### src/rtl/mem_port_arbiter_if.sv
`default_nettype none
// ============================================================================
// Module      : mem_port_arbiter_if
// Description : Fetch, load/store and backing-memory handshake bundle.
// Revision    : 1.0
// ============================================================================
interface mem_port_arbiter_if #(
    parameter int ADDR_W = 32,
    parameter int DATA_W = 32
);
    // Fetch port
    logic              i_req;
    logic [ADDR_W-1:0] i_addr;
    logic              i_flush;
    logic [DATA_W-1:0] i_rdata;
    logic              i_valid;
    logic              i_stall;
    // Load/store port
    logic              d_req;
    logic              d_we;
    logic [ADDR_W-1:0] d_addr;
    logic [DATA_W-1:0] d_wdata;
    logic [2:0]        d_u_b_h_w;
    logic [DATA_W-1:0] d_rdata;
    logic              d_valid;
    logic              d_err;
    logic              d_stall;
    // Backing memory
    logic              m_req;
    logic              m_we;
    logic [ADDR_W-1:0] m_addr;
    logic [DATA_W-1:0] m_wdata;
    logic [2:0]        m_u_b_h_w;
    logic              m_gnt;
    logic              m_rvalid;
    logic [DATA_W-1:0] m_rdata;

    modport slave (
        input  i_req, i_addr, i_flush,
        output i_rdata, i_valid, i_stall,
        input  d_req, d_we, d_addr, d_wdata, d_u_b_h_w,
        output d_rdata, d_valid, d_err, d_stall,
        output m_req, m_we, m_addr, m_wdata, m_u_b_h_w,
        input  m_gnt, m_rvalid, m_rdata
    );

    modport master (
        output i_req, i_addr, i_flush,
        input  i_rdata, i_valid, i_stall,
        output d_req, d_we, d_addr, d_wdata, d_u_b_h_w,
        input  d_rdata, d_valid, d_err, d_stall,
        input  m_req, m_we, m_addr, m_wdata, m_u_b_h_w,
        output m_gnt, m_rvalid, m_rdata
    );
endinterface
`default_nettype wire

### src/rtl/mem_port_arbiter.sv
`default_nettype none
// ============================================================================
// Module      : mem_port_arbiter
// Description : Shares one single-port memory between fetch and load/store
//               ports with anti-starvation, flush draining and timeout abort.
// Revision    : 1.0
// ============================================================================
module mem_port_arbiter #(
    parameter int ADDR_W       = 32,
    parameter int DATA_W       = 32,
    parameter int STARVE_LIMIT = 4,
    parameter int TIMEOUT      = 255
) (
    input  wire logic        clk,
    input  wire logic        rst,
    mem_port_arbiter_if.slave bus_io
);
    localparam int TMO_W = $clog2(TIMEOUT + 1);
    localparam int STV_W = $clog2(STARVE_LIMIT + 1);
    localparam logic [TMO_W-1:0] C_TMO_MAX = TMO_W'(TIMEOUT);
    localparam logic [STV_W-1:0] C_STV_MAX = STV_W'(STARVE_LIMIT);
    localparam logic [2:0]       C_SIZE_WORD = 3'b010;

    typedef enum logic [2:0] {
        S_IDLE   = 3'd0,
        S_REQ_I  = 3'd1,
        S_REQ_D  = 3'd2,
        S_WAIT_I = 3'd3,
        S_WAIT_D = 3'd4,
        S_DRAIN  = 3'd5
    } state_t;

    state_t            state_q,  state_d;
    logic [STV_W-1:0]  starve_q, starve_d;
    logic [TMO_W-1:0]  tmo_q,    tmo_d;
    logic [ADDR_W-1:0] addr_q,   addr_d;
    logic [DATA_W-1:0] wdata_q,  wdata_d;
    logic              we_q,     we_d;
    logic [2:0]        size_q,   size_d;
    logic              flush_q,  flush_d;

    logic w_i_ok;
    logic w_tmo_hit;
    logic w_waiting;

    assign w_i_ok    = bus_io.i_req & ~bus_io.i_flush;
    assign w_tmo_hit = (tmo_q == C_TMO_MAX);
    assign w_waiting = (state_q == S_WAIT_I) || (state_q == S_WAIT_D) ||
                       (state_q == S_DRAIN);

    always_comb begin
        state_d  = state_q;
        starve_d = starve_q;
        tmo_d    = tmo_q;
        addr_d   = addr_q;
        wdata_d  = wdata_q;
        we_d     = we_q;
        size_d   = size_q;
        flush_d  = flush_q;

        if (w_waiting && !bus_io.m_rvalid) begin
            tmo_d = tmo_q + TMO_W'(1);
        end

        case (state_q)
            S_IDLE: begin
                if (!bus_io.i_req) begin
                    starve_d = '0;
                end
                // D wins ties until the fetch port has been passed over STARVE_LIMIT times
                if (bus_io.d_req && (!w_i_ok || (starve_q != C_STV_MAX))) begin
                    state_d = S_REQ_D;
                    addr_d  = bus_io.d_addr;
                    wdata_d = bus_io.d_wdata;
                    we_d    = bus_io.d_we;
                    size_d  = bus_io.d_u_b_h_w;
                    if (bus_io.i_req && (starve_q != C_STV_MAX)) begin
                        starve_d = starve_q + STV_W'(1);
                    end
                end else if (w_i_ok) begin
                    state_d  = S_REQ_I;
                    addr_d   = bus_io.i_addr;
                    we_d     = 1'b0;
                    size_d   = C_SIZE_WORD;
                    starve_d = '0;
                    flush_d  = 1'b0;
                end
            end
            S_REQ_I: begin
                // A flush here cannot withdraw m_req; remember it until the grant
                if (bus_io.i_flush) begin
                    flush_d = 1'b1;
                end
                if (bus_io.m_gnt) begin
                    state_d = (flush_q || bus_io.i_flush) ? S_DRAIN : S_WAIT_I;
                    tmo_d   = '0;
                end
            end
            S_REQ_D: begin
                if (bus_io.m_gnt) begin
                    state_d = S_WAIT_D;
                    tmo_d   = '0;
                end
            end
            S_WAIT_I: begin
                if (bus_io.m_rvalid) begin
                    state_d = S_IDLE;
                end else if (bus_io.i_flush) begin
                    state_d = S_DRAIN;
                    tmo_d   = '0;
                end else if (w_tmo_hit) begin
                    state_d = S_IDLE;
                end
            end
            S_WAIT_D, S_DRAIN: begin
                if (bus_io.m_rvalid || w_tmo_hit) begin
                    state_d = S_IDLE;
                end
            end
            default: begin
                state_d = S_IDLE;
            end
        endcase
    end

    always_ff @(posedge clk or posedge rst) begin
        if (rst) begin
            state_q  <= S_IDLE;
            starve_q <= '0;
            tmo_q    <= '0;
            addr_q   <= '0;
            wdata_q  <= '0;
            we_q     <= 1'b0;
            size_q   <= 3'b000;
            flush_q  <= 1'b0;
        end else begin
            state_q  <= state_d;
            starve_q <= starve_d;
            tmo_q    <= tmo_d;
            addr_q   <= addr_d;
            wdata_q  <= wdata_d;
            we_q     <= we_d;
            size_q   <= size_d;
            flush_q  <= flush_d;
        end
    end

    // Memory side is driven purely from latched state, so port input changes are ignored
    assign bus_io.m_req     = (state_q == S_REQ_I) || (state_q == S_REQ_D);
    assign bus_io.m_we      = we_q;
    assign bus_io.m_addr    = addr_q;
    assign bus_io.m_wdata   = wdata_q;
    assign bus_io.m_u_b_h_w = size_q;

    assign bus_io.i_rdata = bus_io.m_rdata;
    assign bus_io.i_valid = (state_q == S_WAIT_I) & bus_io.m_rvalid & ~bus_io.i_flush;
    assign bus_io.i_stall = bus_io.i_req & ~bus_io.i_valid;

    assign bus_io.d_rdata = bus_io.m_rdata;
    assign bus_io.d_valid = (state_q == S_WAIT_D) & bus_io.m_rvalid;
    assign bus_io.d_err   = (state_q == S_WAIT_D) & ~bus_io.m_rvalid & w_tmo_hit;
    assign bus_io.d_stall = bus_io.d_req & ~bus_io.d_valid & ~bus_io.d_err;

endmodule
`default_nettype wire

### src/flat_wrapper.sv
// flat-port wrapper written by rule: the top's interface ports become plain ports
module mem_port_arbiter_flat 
#(
    parameter int ADDR_W       = 32,
    parameter int DATA_W       = 32,
    parameter int STARVE_LIMIT = 4,
    parameter int TIMEOUT      = 255
)
  (clk, rst, bus_io_i_req, bus_io_i_addr, bus_io_i_flush, bus_io_i_rdata, bus_io_i_valid, bus_io_i_stall, bus_io_d_req, bus_io_d_we, bus_io_d_addr, bus_io_d_wdata, bus_io_d_u_b_h_w, bus_io_d_rdata, bus_io_d_valid, bus_io_d_err, bus_io_d_stall, bus_io_m_req, bus_io_m_we, bus_io_m_addr, bus_io_m_wdata, bus_io_m_u_b_h_w, bus_io_m_gnt, bus_io_m_rvalid, bus_io_m_rdata);
  mem_port_arbiter_if #(.ADDR_W(ADDR_W), .DATA_W(DATA_W)) bus_io_i ();
  input  wire logic clk;
  input  wire logic rst;
  input wire logic [$bits(bus_io_i.i_req)-1:0] bus_io_i_req;
  input wire logic [$bits(bus_io_i.i_addr)-1:0] bus_io_i_addr;
  input wire logic [$bits(bus_io_i.i_flush)-1:0] bus_io_i_flush;
  output wire logic [$bits(bus_io_i.i_rdata)-1:0] bus_io_i_rdata;
  output wire logic [$bits(bus_io_i.i_valid)-1:0] bus_io_i_valid;
  output wire logic [$bits(bus_io_i.i_stall)-1:0] bus_io_i_stall;
  input wire logic [$bits(bus_io_i.d_req)-1:0] bus_io_d_req;
  input wire logic [$bits(bus_io_i.d_we)-1:0] bus_io_d_we;
  input wire logic [$bits(bus_io_i.d_addr)-1:0] bus_io_d_addr;
  input wire logic [$bits(bus_io_i.d_wdata)-1:0] bus_io_d_wdata;
  input wire logic [$bits(bus_io_i.d_u_b_h_w)-1:0] bus_io_d_u_b_h_w;
  output wire logic [$bits(bus_io_i.d_rdata)-1:0] bus_io_d_rdata;
  output wire logic [$bits(bus_io_i.d_valid)-1:0] bus_io_d_valid;
  output wire logic [$bits(bus_io_i.d_err)-1:0] bus_io_d_err;
  output wire logic [$bits(bus_io_i.d_stall)-1:0] bus_io_d_stall;
  output wire logic [$bits(bus_io_i.m_req)-1:0] bus_io_m_req;
  output wire logic [$bits(bus_io_i.m_we)-1:0] bus_io_m_we;
  output wire logic [$bits(bus_io_i.m_addr)-1:0] bus_io_m_addr;
  output wire logic [$bits(bus_io_i.m_wdata)-1:0] bus_io_m_wdata;
  output wire logic [$bits(bus_io_i.m_u_b_h_w)-1:0] bus_io_m_u_b_h_w;
  input wire logic [$bits(bus_io_i.m_gnt)-1:0] bus_io_m_gnt;
  input wire logic [$bits(bus_io_i.m_rvalid)-1:0] bus_io_m_rvalid;
  input wire logic [$bits(bus_io_i.m_rdata)-1:0] bus_io_m_rdata;
  assign bus_io_i.i_req = bus_io_i_req;
  assign bus_io_i.i_addr = bus_io_i_addr;
  assign bus_io_i.i_flush = bus_io_i_flush;
  assign bus_io_i_rdata = bus_io_i.i_rdata;
  assign bus_io_i_valid = bus_io_i.i_valid;
  assign bus_io_i_stall = bus_io_i.i_stall;
  assign bus_io_i.d_req = bus_io_d_req;
  assign bus_io_i.d_we = bus_io_d_we;
  assign bus_io_i.d_addr = bus_io_d_addr;
  assign bus_io_i.d_wdata = bus_io_d_wdata;
  assign bus_io_i.d_u_b_h_w = bus_io_d_u_b_h_w;
  assign bus_io_d_rdata = bus_io_i.d_rdata;
  assign bus_io_d_valid = bus_io_i.d_valid;
  assign bus_io_d_err = bus_io_i.d_err;
  assign bus_io_d_stall = bus_io_i.d_stall;
  assign bus_io_m_req = bus_io_i.m_req;
  assign bus_io_m_we = bus_io_i.m_we;
  assign bus_io_m_addr = bus_io_i.m_addr;
  assign bus_io_m_wdata = bus_io_i.m_wdata;
  assign bus_io_m_u_b_h_w = bus_io_i.m_u_b_h_w;
  assign bus_io_i.m_gnt = bus_io_m_gnt;
  assign bus_io_i.m_rvalid = bus_io_m_rvalid;
  assign bus_io_i.m_rdata = bus_io_m_rdata;
  mem_port_arbiter #(.ADDR_W(ADDR_W), .DATA_W(DATA_W), .STARVE_LIMIT(STARVE_LIMIT), .TIMEOUT(TIMEOUT)) u_core (.clk(clk), .rst(rst), .bus_io(bus_io_i));
endmodule
### config.mk
export PLATFORM = sky130hd
export DESIGN_NAME = mem_port_arbiter_flat
export DESIGN_NICKNAME = d
export VERILOG_FILES = /design/src/rtl/mem_port_arbiter_if.sv /design/src/rtl/mem_port_arbiter.sv /design/src/flat_wrapper.sv
export SDC_FILE = /design/constraint.sdc
export NUM_CORES = 1
export LEC_CHECK = 0
export BUFFER_PORTS_ARGS = -buffer_cell sky130_fd_sc_hd__buf_4
export CORE_AREA = 2 2 108 110
export DETAILED_ROUTE_END_ITERATION = 12
export DIE_AREA = 0 0 110 112
export GPL_TIMING_DRIVEN = 0
export PLACE_DENSITY = 0.74
export SYNTH_ARGS = -nofsm -noshare
export SYNTH_HDL_FRONTEND = slang
export SYNTH_SLANG_ARGS = --single-unit
### constraint.sdc
create_clock -name clk -period 4.01 [get_ports clk]
set_input_delay 0.401 -clock clk [delete_from_list [all_inputs] [get_ports clk]]
set_output_delay 0.401 -clock clk [all_outputs]
set_load 0.05 [all_outputs]
# Word-level counts from Yosys, hierarchy flattened

Cells that the tools add are included.

Memories: 0
Output and inout bits: 138
Logic and storage cells: 87
Memory bits (writable): 0
Input bits: 139
Register bits after elaboration: 83
Latch bits: 0
Bits in read-only memories: 0

Reduce and logical (&&, ||, !) cells: 20
Equality and inequality tests: 15
Shift operators: 0
Multiply operators: 0
Div/mod/pow operators: 0
Bitwise operators: 14
$add $sub $neg: 2
$lt $le $gt $ge: 0
Muxes and demuxes: 28

Operators by type and width:

| cell                  | number |
|---|---|
| $mux W32              | 2 |
| $mux W3               | 15 |
| $mux W8               | 4 |
| $pmux W8 S2           | 1 |
| $pmux W3 S5           | 1 |
| $and A1 B1 Y1         | 9 |
| $add A8 B1 Y8 const B | 1 |
| $eq A8 B8 Y1 const B  | 1 |
| $ne A2 B2 Y1 const B  | 4 |
| $eq A3 B2 Y1 const B  | 2 |
| $eq A3 B3 Y1 const B  | 2 |
| $logic_or A1 B1 Y1    | 6 |
| $not A1 Y1            | 5 |
| $reduce_and A5 Y1     | 1 |
| $mux W1               | 4 |
| $ne A2 B1 Y1 const B  | 2 |
| $ne A4 B3 Y1 const B  | 1 |
| $reduce_and A2 Y1     | 2 |
| $reduce_and A4 Y1     | 1 |
| $reduce_bool A2 Y1    | 2 |
| $reduce_or A2 Y1      | 2 |
| $add A3 B1 Y3 const B | 1 |
| $eq A3 B1 Y1 const B  | 1 |
| $logic_and A1 B1 Y1   | 3 |
| other kinds (5)       | 6 |

# Longest topological paths before layout

Gate-level depths: netlist of the first run.

Depth after elaboration: 8
Mapped depth: 8
Gate-level depth less buffers: 6

# Least setup slack after synthesis of the first run

OpenSTA, ideal clock, no wires.

Kind: register to output
Start point: reg u_core.tmo_q[0]
End point: out bus_io_d_err
Path slack: 1194 ps
Data required time: 3609 ps
Buffers on the path: 0
Arrival: 2415 ps
Stages on the path, launching flop included: 5
Path through: dfrtp_1 -> ha_1 -> nand3_1 -> nor2_1 -> nor4b_1

Cells in the longest elaborated chain, start to end: 2

RTL lines:

| item                     | line                    | text |
|---|---|---|
| start: declaration       | mem_port_arbiter.sv:35  | `logic [TMO_W-1:0] tmo_q, tmo_d;` |
| start signal: assignment | mem_port_arbiter.sv:139 | `tmo_q <= tmo_d;` |
| $eq A8 B8 Y1             | mem_port_arbiter.sv:47  | `assign w_tmo_hit = (tmo_q == C_TMO_MAX);` |
| $and A1 B1 Y1            | mem_port_arbiter.sv:161 | `assign bus_io.d_err = (state_q == S_WAIT_D) & ~bus_io.m_rvalid & w_tmo_hit;` |
| end: declaration         | flat_wrapper.sv:26      | `output wire logic [$bits(bus_io_i.d_err)-1:0] bus_io_d_err;` |

Every way passes these cells.

# Worst setup path after layout of the first run

Start point: reg u_core.tmo_q[0]
End point: out bus_io_d_stall

Cells in the longest elaborated chain, start to end: 4

RTL lines:

| item             | line                    | text |
|---|---|---|
| $eq A8 B8 Y1     | mem_port_arbiter.sv:47  |  |
| $and A1 B1 Y1    | mem_port_arbiter.sv:161 |  |
| $not A1 Y1       | mem_port_arbiter.sv:162 | `assign bus_io.d_stall = bus_io.d_req & ~bus_io.d_valid & ~bus_io.d_err;` |
| $and A1 B1 Y1    | mem_port_arbiter.sv:162 |  |
| end: declaration | flat_wrapper.sv:27      | `output wire logic [$bits(bus_io_i.d_stall)-1:0] bus_io_d_stall;` |

Every way passes these cells.

==> results of run 1 <==
==> cell type report <==
type / count / area share [%]
Buffer: 89 / 8.96
Clock buffer: 11 / 3.52
Clock inverter: 4 / 0.795
Inverter: 7 / 0.436
Multi-Input combinational cell: 288 / 24.2
Sequential cell: 83 / 31.4
Tap cell: 143 / 2.71
Timing Repair Buffer: 243 / 27.9
==> metal layers <==
metal	global-route usage, %	vias up	wire length [um]
met5	0	-	0
met4	5.23	0	140
met3	4.68	13	1170
met2	33.8	172	6270
met1	22.1	1864	4580
li1	-	1988	-
==> state kept, by name (all words and copies together) (netlist names) <==
| register | count |
|---|---|
| u_core.bus_io.m_wdata | 32 |
| u_core.starve_q | 3 |
| u_core.tmo_q | 8 |
| u_core.flush_q | 1 |
| u_core.bus_io.m_we | 1 |
| u_core.bus_io.m_addr | 32 |
| u_core.bus_io.m_u_b_h_w | 3 |
| u_core.state_q | 3 |
==> stage by stage <==
stage | area [um2] | setup slack, ns
after floorplan | 4300 | 1.19
after global placement | 6290 | 0.569
after detailed placement | 6320 | 1.83
after CTS | 6610 | 1.78
after global routing | 6610 | 1.59
final | 6610 | 1.82
==> cells in the mapped netlist, types with 2 or more instances <==
cell type,n
sky130_fd_sc_hd__nor2_1,15
sky130_fd_sc_hd__buf_1,3
sky130_fd_sc_hd__xnor2_1,4
sky130_fd_sc_hd__a21oi_1,12
sky130_fd_sc_hd__inv_1,7
sky130_fd_sc_hd__o31ai_1,4
sky130_fd_sc_hd__dfrtp_1,83
sky130_fd_sc_hd__and3_1,3
sky130_fd_sc_hd__nand3_1,5
sky130_fd_sc_hd__nand2b_1,3
sky130_fd_sc_hd__or4_1,4
sky130_fd_sc_hd__a31oi_1,2
sky130_fd_sc_hd__mux2i_1,33
sky130_fd_sc_hd__buf_2,8
sky130_fd_sc_hd__nand2_1,132
sky130_fd_sc_hd__ha_1,3
sky130_fd_sc_hd__nor2b_1,3
sky130_fd_sc_hd__o21ai_1,13
sky130_fd_sc_hd__o21ai_0,24
sky130_fd_sc_hd__a211oi_1,4
sky130_fd_sc_hd__a22o_1,4
sky130_fd_sc_hd__nand4b_1,2
sky130_fd_sc_hd__buf_4,64
sky130_fd_sc_hd__clkbuf_1,13
==> path summary, 6_finish.rpt <==
path                                              to  slack (ns)  cells after the start
setup reg to reg            u_core.bus_io.m_addr[31]        1.96                      7
min in group clk            u_core.bus_io.m_wdata[0]        0.26                      3
hold reg to reg            u_core.bus_io.m_wdata[30]        0.48                      2
setup / recovery                      bus_io_d_stall        1.82                      5
max in group asynchronous  u_core.bus_io.m_wdata[26]        3.30                      3
hold / removal             u_core.bus_io.m_wdata[12]        0.12                      2
==> worst max-delay path: cells and delay by family, from the launching register on <==
kind,cells,cell delay [ns]
buffers and inverters,1,0.19
adders and majority gates,1,0.26
and+or+nand+nor,1,0.14
DFF,1,0.39
AOI/OAI and AO/OA,2,0.49
==> power by group through the flow <==
| stage | registers (mW) | logic, mW | clock network [mW] |
|---|---|---|---|
| after detailed placement | 1.43 | 2.97 | 0 |
| after floorplan | 2.53 | 0.934 | 0 |
| final | 1.42 | 2.95 | 0.793 |
| after global placement | 1.42 | 2.92 | 0 |
| after global routing | 1.47 | 3.14 | 0.855 |
| after CTS | 1.42 | 2.98 | 0.818 |
==> kinds of logic after synthesis <==
family                   Yosys count
AO/OA/AOI/OAI                     72
XOR/XNOR                           5
adder cells (fa/ha/maj)            3
buffers and inverters             96
flip-flops                        83
multiplexers                      34
AND/OR/NAND/NOR                  174
==> flow_summary_export.csv, run 1 <==
group,metric,value,unit
setup_path,worst_path_largest_cell_delay,0.39,ns
logic_synthesis,synth_compound_gate_area_share,10.0,%
sta,timing.final.crit_share,54.7,%
placed_design,place_hpwl,9.69,mm
outcome,outcome,"completed",
pwr,irDropWorstVdd,0.486,mV
route,first_pass_iteration_count_of_the_detailed_router,5,
logic_synthesis,synth-xor-area-share,1.02,%
clock_network,clk_pin_slew_worst_paths,0.07,ns
logic_synthesis,synth_flop_cell,"sky130_fd_sc_hd__dfrtp_1",
floorplan,start_util,38.5,%
pwr,power_leakage,3.58,nW
layout,antenna-diode-count,0,
logic_synthesis,synth.area.top_cells,"sky130_fd_sc_hd__dfrtp_1, sky130_fd_sc_hd__nand2_1, sky130_fd_sc_hd__buf_4",
logic_synthesis,synth.cell_area,4300,um2
logic_synthesis,postSynthAreaPerCell,9.20,um2
sta,rsz0062_at_grt,"false",
grt,first_pass_grt_wire_length,18.6,mm
logic_synthesis,synthMuxAreaShare,7.95,%
floorplan,rows,39,
logic_synthesis,post_synthesis_simple_gate_area_fraction,17.4,%
pwr,cell_internal_pwr,2.59,mW
sta,finalSetupViolCount,0,
placed_design,finalWeightedCongestion,0.787,
route,via_count,4037,
logic_synthesis,synth_seq_area_share,48.3,%
sta,achievable-frequency,456,MHz
setup_path,regToRegStartpoint,"u_core.starve_q[0]",
route,vias_per_cell,4.65,
pwr,comb_power_share,57.1,%
layout,reg_area,2080,um2
setup_path,worst_ep_arrival_time,1.79,ns
logic_synthesis,synth-adder-area-share,0.874,%
clock_network,cts_buffers,9,
layout,layout.cells.most_common_list,"sky130_fd_sc_hd__buf_4, sky130_fd_sc_hd__nand2_1, sky130_fd_sc_hd__dfrtp_1",
grt,grt-ovfl-total,0,
setup_path,criticalPathCategory,"reg -> out",
layout,design.final.nets,863,
pwr,clock_power_share,15.4,%
logic_synthesis,post-synth-top-area-fraction,48.3,%
layout,footprint_of_the_multi_input_gates,1600,um2
sta,clock-skew-final,0.0140,ns
floorplan,die_height,112,um
route,totalWireLength,12.2,mm
sta,layout_min_cycle_time,2.19,ns
logic_synthesis,synthesis.nets,609,
setup_path,cp_slowest_cell,"sky130_fd_sc_hd__dfrtp_1",
clock_network,cts_hold_buffers,0,
setup_path,worst_setup_path_start_kind,"flop",
setup_path,timing.critical_path.cells,"ha_1, nand3_1, o21ba_2, o31a_1, buf_4",
clock_network,cts_tree,"done",
logic_synthesis,yosysWarnings,0,
floorplan,io_pins,277,
setup_path,required_worst_endpoint,3.61,ns
pwr,sw_frac_of_total,49.9,%
route,drt_iter0_markers,155,
pwr,net-switching-power,2.58,mW
logic_synthesis,synth_cells,467,
logic_synthesis,ffs_w_async_s_r_synth,100,%
sta,worst-slew-pin-transition,0.644,ns
layout,instances_no_fill,868,
grt,antenna_found_initial,0,
layout,mostFrequentLayoutCell,"sky130_fd_sc_hd__buf_4",
setup_path,beginning_of_the_critical_path,"u_core.tmo_q[0]",
placed_design,numPlacedInstances,853,
clock_network,root_buffer,"sky130_fd_sc_hd__clkbuf_16",
floorplan,floorplan.core_area,11200,um2
grt,maximum_number_of_pins_on_one_net_before_global_route_repair,46,
clock_network,clock-sinks,83,
setup_path,critical_path.endpoint_type,"output port",
layout,drive_above_1_share,46.1,%
grt,grt_util_all_layers,18.9,%
sta,tns,0,ns
pwr,total_power_consumption_of_the_routed_design,5.16,mW
flow_run,max_cap_viol_count,0,
grt,first_global_vias,4020,
placed_design,portBuffers,242,
logic_synthesis,number_of_distinct_library_cells_after_synthesis,43,
setup_path,path_max_fanout,4,
sta,hold_viol,0,
layout,n_fill_cell,972,
logic_synthesis,synth-edff-count,0,
layout,synthToLayoutAreaGrowth,53.8,%
sta,timing.slew.headroom,57.1,%
clock_network,cts_resized,0,
route,post_drt_wl_per_cell,14.0,um
route,final_routed_drc_violation_total,0,
clock_network,cts-root-to-sink-buffers,2,
logic_synthesis,synth_top_area_cell,"sky130_fd_sc_hd__dfrtp_1",
worst_hold_path,worstHoldPathType,"in -> async",
clock_network,htree_levels,3,
clock_network,postCtsSetupBuffers,0,
logic_synthesis,yosys_register_bits,83,
route,route.antenna.remaining_nets,0,
layout,fin_util,59.1,%
floorplan,floorplan.die_area,12300,um2
clock_network,clk_latency,0.33,ns
pwr,cell_area_power_density,781,nW/um2
logic_synthesis,largest_family_of_logic_cells_by_synthesized_area,"simple AND/OR/NAND/NOR gates",
sta,hold-worst-slack,0.118,ns
floorplan,die-width,110,um
pwr,pwr-share-seq,27.5,%
sta,slew_viol_final,0,
No activity file was read; power rests on OpenSTA's default activity.
==> run 2, diff against run 1 <==
--- a/config.mk
+++ b/config.mk
@@ -6,11 +6,11 @@
 export NUM_CORES = 1
 export LEC_CHECK = 0
 export BUFFER_PORTS_ARGS = -buffer_cell sky130_fd_sc_hd__buf_4
-export CORE_AREA = 2 2 108 110
+export CORE_MARGIN = 2
+export CORE_UTILIZATION = 39
 export DETAILED_ROUTE_END_ITERATION = 12
-export DIE_AREA = 0 0 110 112
 export GPL_TIMING_DRIVEN = 0
-export PLACE_DENSITY = 0.74
+export PLACE_DENSITY = 0.78
 export SYNTH_ARGS = -nofsm -noshare
 export SYNTH_HDL_FRONTEND = slang
 export SYNTH_SLANG_ARGS = --single-unit
==> constraint.sdc (replaced) <==
create_clock -name clk -period 2 [get_ports clk]
set_input_delay 0.2 -clock clk [delete_from_list [all_inputs] [get_ports clk]]
set_output_delay 0.2 -clock clk [all_outputs]
set_load 0.05 [all_outputs]
==> run 2 against run 1 <==
Effect of this change:
- non-clock buffer count rose by 9
- sequential power increased by 100%
- sequential share of layout area fell by 0.19 points
- register-to-register slack worse by 1.9 ns
==> flow_summary_export.csv, run 2 (same netlist as run 1, synthesis figures left out) <==
group,metric,value,unit
setup_path,path_max_fanout,4,
setup_path,worst_ep_arrival_time,1.73,ns
layout,drive_above_1_share,49.0,%
setup_path,timing.critical_path.cells,"ha_2, nand3_2, o21ba_2, o31a_1, buf_4",
route,via_count,4174,
sta,finalSetupViolCount,0,
layout,fin_area,6650,um2
grt,antenna_found_initial,0,
setup_path,cp_slowest_cell,"sky130_fd_sc_hd__dfrtp_1",
floorplan,die_height,109,um
grt,first_global_vias,4002,
sta,clock-skew-final,0.0104,ns
floorplan,start_util,39.8,%
route,first_pass_iteration_count_of_the_detailed_router,4,
sta,hold_viol,0,
layout,synthToLayoutAreaGrowth,54.8,%
sta,layout_setup_ws,0.0740,ns
layout,layout.cells.most_common_list,"sky130_fd_sc_hd__buf_4, sky130_fd_sc_hd__nand2_1, sky130_fd_sc_hd__dfrtp_1",
clock_network,root_buffer,"sky130_fd_sc_hd__clkbuf_8",
grt,first_pass_grt_wire_length,18.9,mm
route,vias_per_cell,4.77,
setup_path,criticalPathCategory,"reg -> out",
floorplan,die-width,109,um
outcome,outcome,"completed",
setup_path,critical_path.endpoint_type,"output port",
clock_network,cts-root-to-sink-buffers,2,
floorplan,floorplan.die_area,11900,um2
pwr,power_leakage,3.61,nW
clock_network,clock-sinks,83,
floorplan,floorplan.core_area,10800,um2
pwr,total_power_consumption_of_the_routed_design,10.1,mW
clock_network,cts_buffers,9,
sta,slew_viol_final,0,
clock_network,clk_latency,0.34,ns
placed_design,place_area,6340,um2
setup_path,worst_path_largest_cell_delay,0.38,ns
placed_design,portBuffers,242,
sta,timing.slew.headroom,68.1,%
layout,fin_util,61.6,%
sta,timing.final.crit_share,96.3,%
grt,maximum_number_of_pins_on_one_net_before_global_route_repair,38,
layout,mostFrequentLayoutCell,"sky130_fd_sc_hd__buf_4",
flow_run,max_cap_viol_count,0,
clock_network,clk_pin_slew_worst_paths,0.09,ns
clock_network,cts_tree,"done",
route,route.antenna.remaining_nets,0,
floorplan,io_pins,277,
clock_network,htree_levels,3,
layout,instances_no_fill,875,
worst_hold_path,worstHoldPathType,"in -> reg",
route,drt_iter0_markers,175,
layout,design.final.nets,872,
setup_path,cp_num_buf_inv,1,
sta,worst-slew-pin-transition,0.478,ns
placed_design,place_hpwl,9.94,mm
sta,rsz0062_at_grt,"true",
sta,layout_min_cycle_time,1.93,ns
sta,tns,0,ns
setup_path,required_worst_endpoint,1.80,ns
pwr,cell_area_power_density,1520,nW/um2
sta,hold-worst-slack,0.0467,ns
layout,antenna-diode-count,0,
placed_design,finalWeightedCongestion,0.844,
layout,n_fill_cell,935,
route,final_routed_drc_violation_total,0,
route,post_drt_wl_per_cell,14.4,um
route,totalWireLength,12.6,mm
grt,grt_util_all_layers,20.2,%
setup_path,critical-path-top-delay-family,"compound AO/OA/AOI/OAI gates",
placed_design,numPlacedInstances,851,
setup_path,worst_setup_path_start_kind,"flop",
placed_design,dpl_worst_slack,-0.147,ns
grt,grt-ovfl-total,0,
sta,achievable-frequency,519,MHz
floorplan,rows,38,
pwr,irDropWorstVdd,0.809,mV
-- run 2: final timing paths --
kind | startpoint | end | slack, ns | cells after the start
min in group asynchronous | rst | u_core.bus_io.m_wdata[2] | 0.38 | 3
min reg2reg | u_core.bus_io.m_wdata[4] | u_core.bus_io.m_wdata[4] | 0.48 | 2
max reg2reg | u_core.starve_q[0] | u_core.bus_io.m_addr[6] | 0.10 | 7
max | u_core.tmo_q[1] | bus_io_d_stall | 0.07 | 5
min | bus_io_d_wdata[9] | u_core.bus_io.m_wdata[9] | 0.05 | 3
max in group asynchronous | rst | u_core.state_q[1] | 1.12 | 4
-- run 2: layer usage --
layer	track usage (%)	up-vias	share of wire [%]
li1	-	2008	-
met1	23.1	1971	37
met2	36.9	171	53
met3	4.48	24	7.7
met4	7.05	0	2.1
met5	0	-	0
-- run 2: layout make-up --
type	count	area, um2	share of cell area (%)
well taps	140	175	2.63
inverters	7	30.0	0.451
plain buffers	89	614	9.24
multi-input cells	288	1640	24.6
clock inverters	4	50.0	0.752
flip-flops and latches	83	2080	31.2
clock buffers	12	145	2.18
repair buffers	252	1920	28.9
-- run 2: tightest hold or removal path: stages --
cell and delay, ns:
sky130_fd_sc_hd__buf_4 0.08, sky130_fd_sc_hd__nand2_1 0.04, sky130_fd_sc_hd__nand2_1 0.04
-- run 2: power breakdown --
group	internal, mW	leakage, nW	switching (mW)
combinational	1.88	2.47	4.16
clock	0.611	0.0926	0.581
sequential	2.42	1.05	0.459
total	4.91	3.61	5.19
-- run 2: what timing repair did --
action                                  in CTS  in global routing
pin swaps                                    0                  3
buffers inserted                             0                  7
endpoints found under the setup margin      26                 69
cloned                                       0                  0
resized for setup                            6                 21
endpoints found under the hold margin       10                  0
hold buffers                                 1                  0
==> run 3, diff against run 2 <==
--- a/config.mk
+++ b/config.mk
@@ -5,12 +5,12 @@
 export SDC_FILE = /design/constraint.sdc
 export NUM_CORES = 1
 export LEC_CHECK = 0
-export BUFFER_PORTS_ARGS = -buffer_cell sky130_fd_sc_hd__buf_4
-export CORE_MARGIN = 2
-export CORE_UTILIZATION = 39
+export CORE_AREA = 2 2 108 110
 export DETAILED_ROUTE_END_ITERATION = 12
+export DIE_AREA = 0 0 110 112
+export DONT_BUFFER_PORTS = 1
 export GPL_TIMING_DRIVEN = 0
-export PLACE_DENSITY = 0.78
+export PLACE_DENSITY = 0.55
 export SYNTH_ARGS = -nofsm -noshare
 export SYNTH_HDL_FRONTEND = slang
 export SYNTH_SLANG_ARGS = --single-unit
==> run 3 against run 2 <==
Effect of this change:
- flip-flop and latch count unchanged
- design area fell by 19%
- hold slack got worse by 0.035 ns
- clock skew decreased by 0.0040 ns
- register-to-register slack improved by 0.04 ns
- final cell count fell by 22%
- fmax decreased by 2.1%
- largest cell class is now flip-flops and latches
==> flow_summary_export.csv, run 3 (same netlist as run 1, synthesis figures left out) <==
group,metric,value,unit
outcome,outcome,"completed",
layout,n_fill_cell,1052,
layout,drive_above_1_share,24.6,%
layout,instances_no_fill,679,
placed_design,numPlacedInstances,612,
grt,antenna_found_initial,0,
sta,tns,0,ns
worst_hold_path,min_to,"u_core.bus_io.m_u_b_h_w[0]",
worst_hold_path,worstHoldPathType,"in -> reg",
sta,worst-slew-pin-transition,0.742,ns
clock_network,cts-root-to-sink-buffers,2,
grt,grt_util_all_layers,17.8,%
route,final_routed_drc_violation_total,0,
route,totalWireLength,11.5,mm
clock_network,root_buffer,"sky130_fd_sc_hd__clkbuf_16",
setup_path,worst_path_largest_cell_delay,0.63,ns
floorplan,rows,39,
sta,hold_viol,0,
layout,design.final.nets,674,
floorplan,die_height,112,um
route,drt_iter0_markers,151,
sta,layout_min_cycle_time,1.97,ns
setup_path,timing.reg2reg.setup_slack,0.14,ns
clock_network,cts_buffers,9,
clock_network,htree_levels,3,
floorplan,floorplan.die_area,12300,um2
setup_path,worstReg2RegEnd,"u_core.tmo_q[5]",
floorplan,floorplan.core_area,11200,um2
pwr,power_leakage,2.68,nW
sta,timing.slew.headroom,50.3,%
floorplan,io_pins,277,
grt,maximum_number_of_pins_on_one_net_before_global_route_repair,40,
floorplan,start_util,38.5,%
route,via_count,3382,
route,first_pass_iteration_count_of_the_detailed_router,4,
route,route.antenna.remaining_nets,0,
clock_network,clock-sinks,83,
layout,synthToLayoutAreaGrowth,25.7,%
setup_path,critical_path.endpoint_type,"output port",
pwr,total_power_consumption_of_the_routed_design,9.47,mW
grt,grt-ovfl-total,0,
layout,antenna-diode-count,0,
setup_path,worst_setup_path_start_kind,"flop",
layout,mostFrequentLayoutCell,"sky130_fd_sc_hd__nand2_1",
placed_design,place_hpwl,8.38,mm
sta,clock-skew-final,0.00640,ns
layout,layout.cells.most_common_list,"sky130_fd_sc_hd__nand2_1, sky130_fd_sc_hd__buf_4, sky130_fd_sc_hd__dfrtp_1",
setup_path,reg2reg_depth,6,
sta,finalSetupViolCount,0,
sta,slew_viol_final,0,
floorplan,die-width,110,um
grt,first_global_vias,3363,
setup_path,worst_ep_arrival_time,1.77,ns
pwr,irDropWorstVdd,0.777,mV
setup_path,regToRegStartpoint,"u_core.state_q[2]",
sta,timing.final.crit_share,98.4,%
setup_path,cp_slowest_cell,"sky130_fd_sc_hd__nor4b_4",
setup_path,path_max_fanout,3,
pwr,cell_area_power_density,1750,nW/um2
placed_design,portBuffers,0,
worst_hold_path,min_delay_path_depth,1,
setup_path,criticalPathCategory,"reg -> out",
clock_network,clk_pin_slew_worst_paths,0.06,ns
grt,first_pass_grt_wire_length,17.0,mm
clock_network,cts_tree,"done",
route,vias_per_cell,4.98,
placed_design,place_area,4530,um2
sta,achievable-frequency,508,MHz
flow_run,max_cap_viol_count,0,
route,post_drt_wl_per_cell,16.9,um
layout,fin_area,5400,um2
setup_path,timing.critical_path.cells,"ha_4, nand3_2, nor2_4, nor4b_4",
clock_network,clk_latency,0.33,ns
sta,rsz0062_at_grt,"true",
setup_path,required_worst_endpoint,1.80,ns
placed_design,finalWeightedCongestion,0.835,
worst_hold_path,hold_path_startpoint,"bus_io_d_u_b_h_w[0]",
-- run 3: cell types whose count changed in the layout (fill, tap and decap cells not counted), sizes merged --
| cell | delta |
|---|---|
| clkinv | +1 |
| clkinvlp | -1 |
| dlygate4sd3 | +34 |
| clkbuf | -1 |
| buf | -232 |
-- run 3: how the worst max path moves through the flow --
stage	startpoint	end	slack (ns)	cells past startpoint
2_1_floorplan	u_core.state_q[2]	bus_io_i_stall	0.007	5
3_3_place_gp	u_core.state_q[2]	bus_io_i_stall	-0.14	5
3_5_place_dp	u_core.state_q[2]	bus_io_i_stall	-0.14	5
4_1_cts	u_core.starve_q[0]	u_core.bus_io.m_addr[13]	-0.03	7
5_1_grt	u_core.tmo_q[5]	bus_io_d_err	-0.04	3
6_report	u_core.tmo_q[1]	bus_io_d_err	0.03	4
-- run 3: power breakdown --
group	internal (mW)	total [mW]	leakage (nW)	switching (mW)
sequential	2.37	5.25	1.05	2.88
combinational	1.00	2.57	1.49	1.57
clock	0.995	1.65	0.142	0.654
-- run 3: routing by layer --
metal	GRT usage [%]	wire, um
met5	0	0
met4	6.50	176
met3	3.69	880
met2	31.8	6090
met1	20.7	4330
-- run 3: timing repair --
| item | in CTS | in global routing |
|---|---|---|
| endpoints found under the setup margin | 26 | 70 |
| pin swaps | 5 | 7 |
| gates resized for setup | 13 | 28 |
| setup buffers | 7 | 10 |
| hold buffers | 35 | 0 |
| endpoints found under the hold margin | 49 | 0 |
-- run 3: area by class of cell --
| type | instances | area, um2 | share of cell area [%] |
|---|---|---|---|
| clock inverter | 4 | 51.3 | 0.950 |
| clock buffer | 11 | 243 | 4.49 |
| sequential | 83 | 2080 | 38.5 |
| multi-input combinational | 288 | 1690 | 31.2 |
| timing repair buffer | 54 | 518 | 9.59 |
| inverter | 7 | 30.0 | 0.556 |
| buffer | 89 | 616 | 11.4 |
| tap | 143 | 179 | 3.31 |
-- run 3: critical path: cells and delay by family (launching register included) --
| family | cells | cell delay, ns |
|---|---|---|
| and+or+nand+nor | 3 | 0.87 |
| DFF | 1 | 0.40 |
| adders and majority gates | 1 | 0.16 |
-- run 3: per-stage QoR --
| step | hold WS, ns | setup slack [ns] | utilization, % |
|---|---|---|---|
| floorplan | 0.305 | 0.00683 | - |
| global placement | 0.308 | -0.138 | 40.1 |
| detailed placement | 0.0948 | -0.135 | 40.5 |
| CTS | 0.00353 | -0.0272 | 47.2 |
| global route | 0.00478 | -0.0444 | 48.3 |
| finish | 0.0118 | 0.0328 | 48.3 |
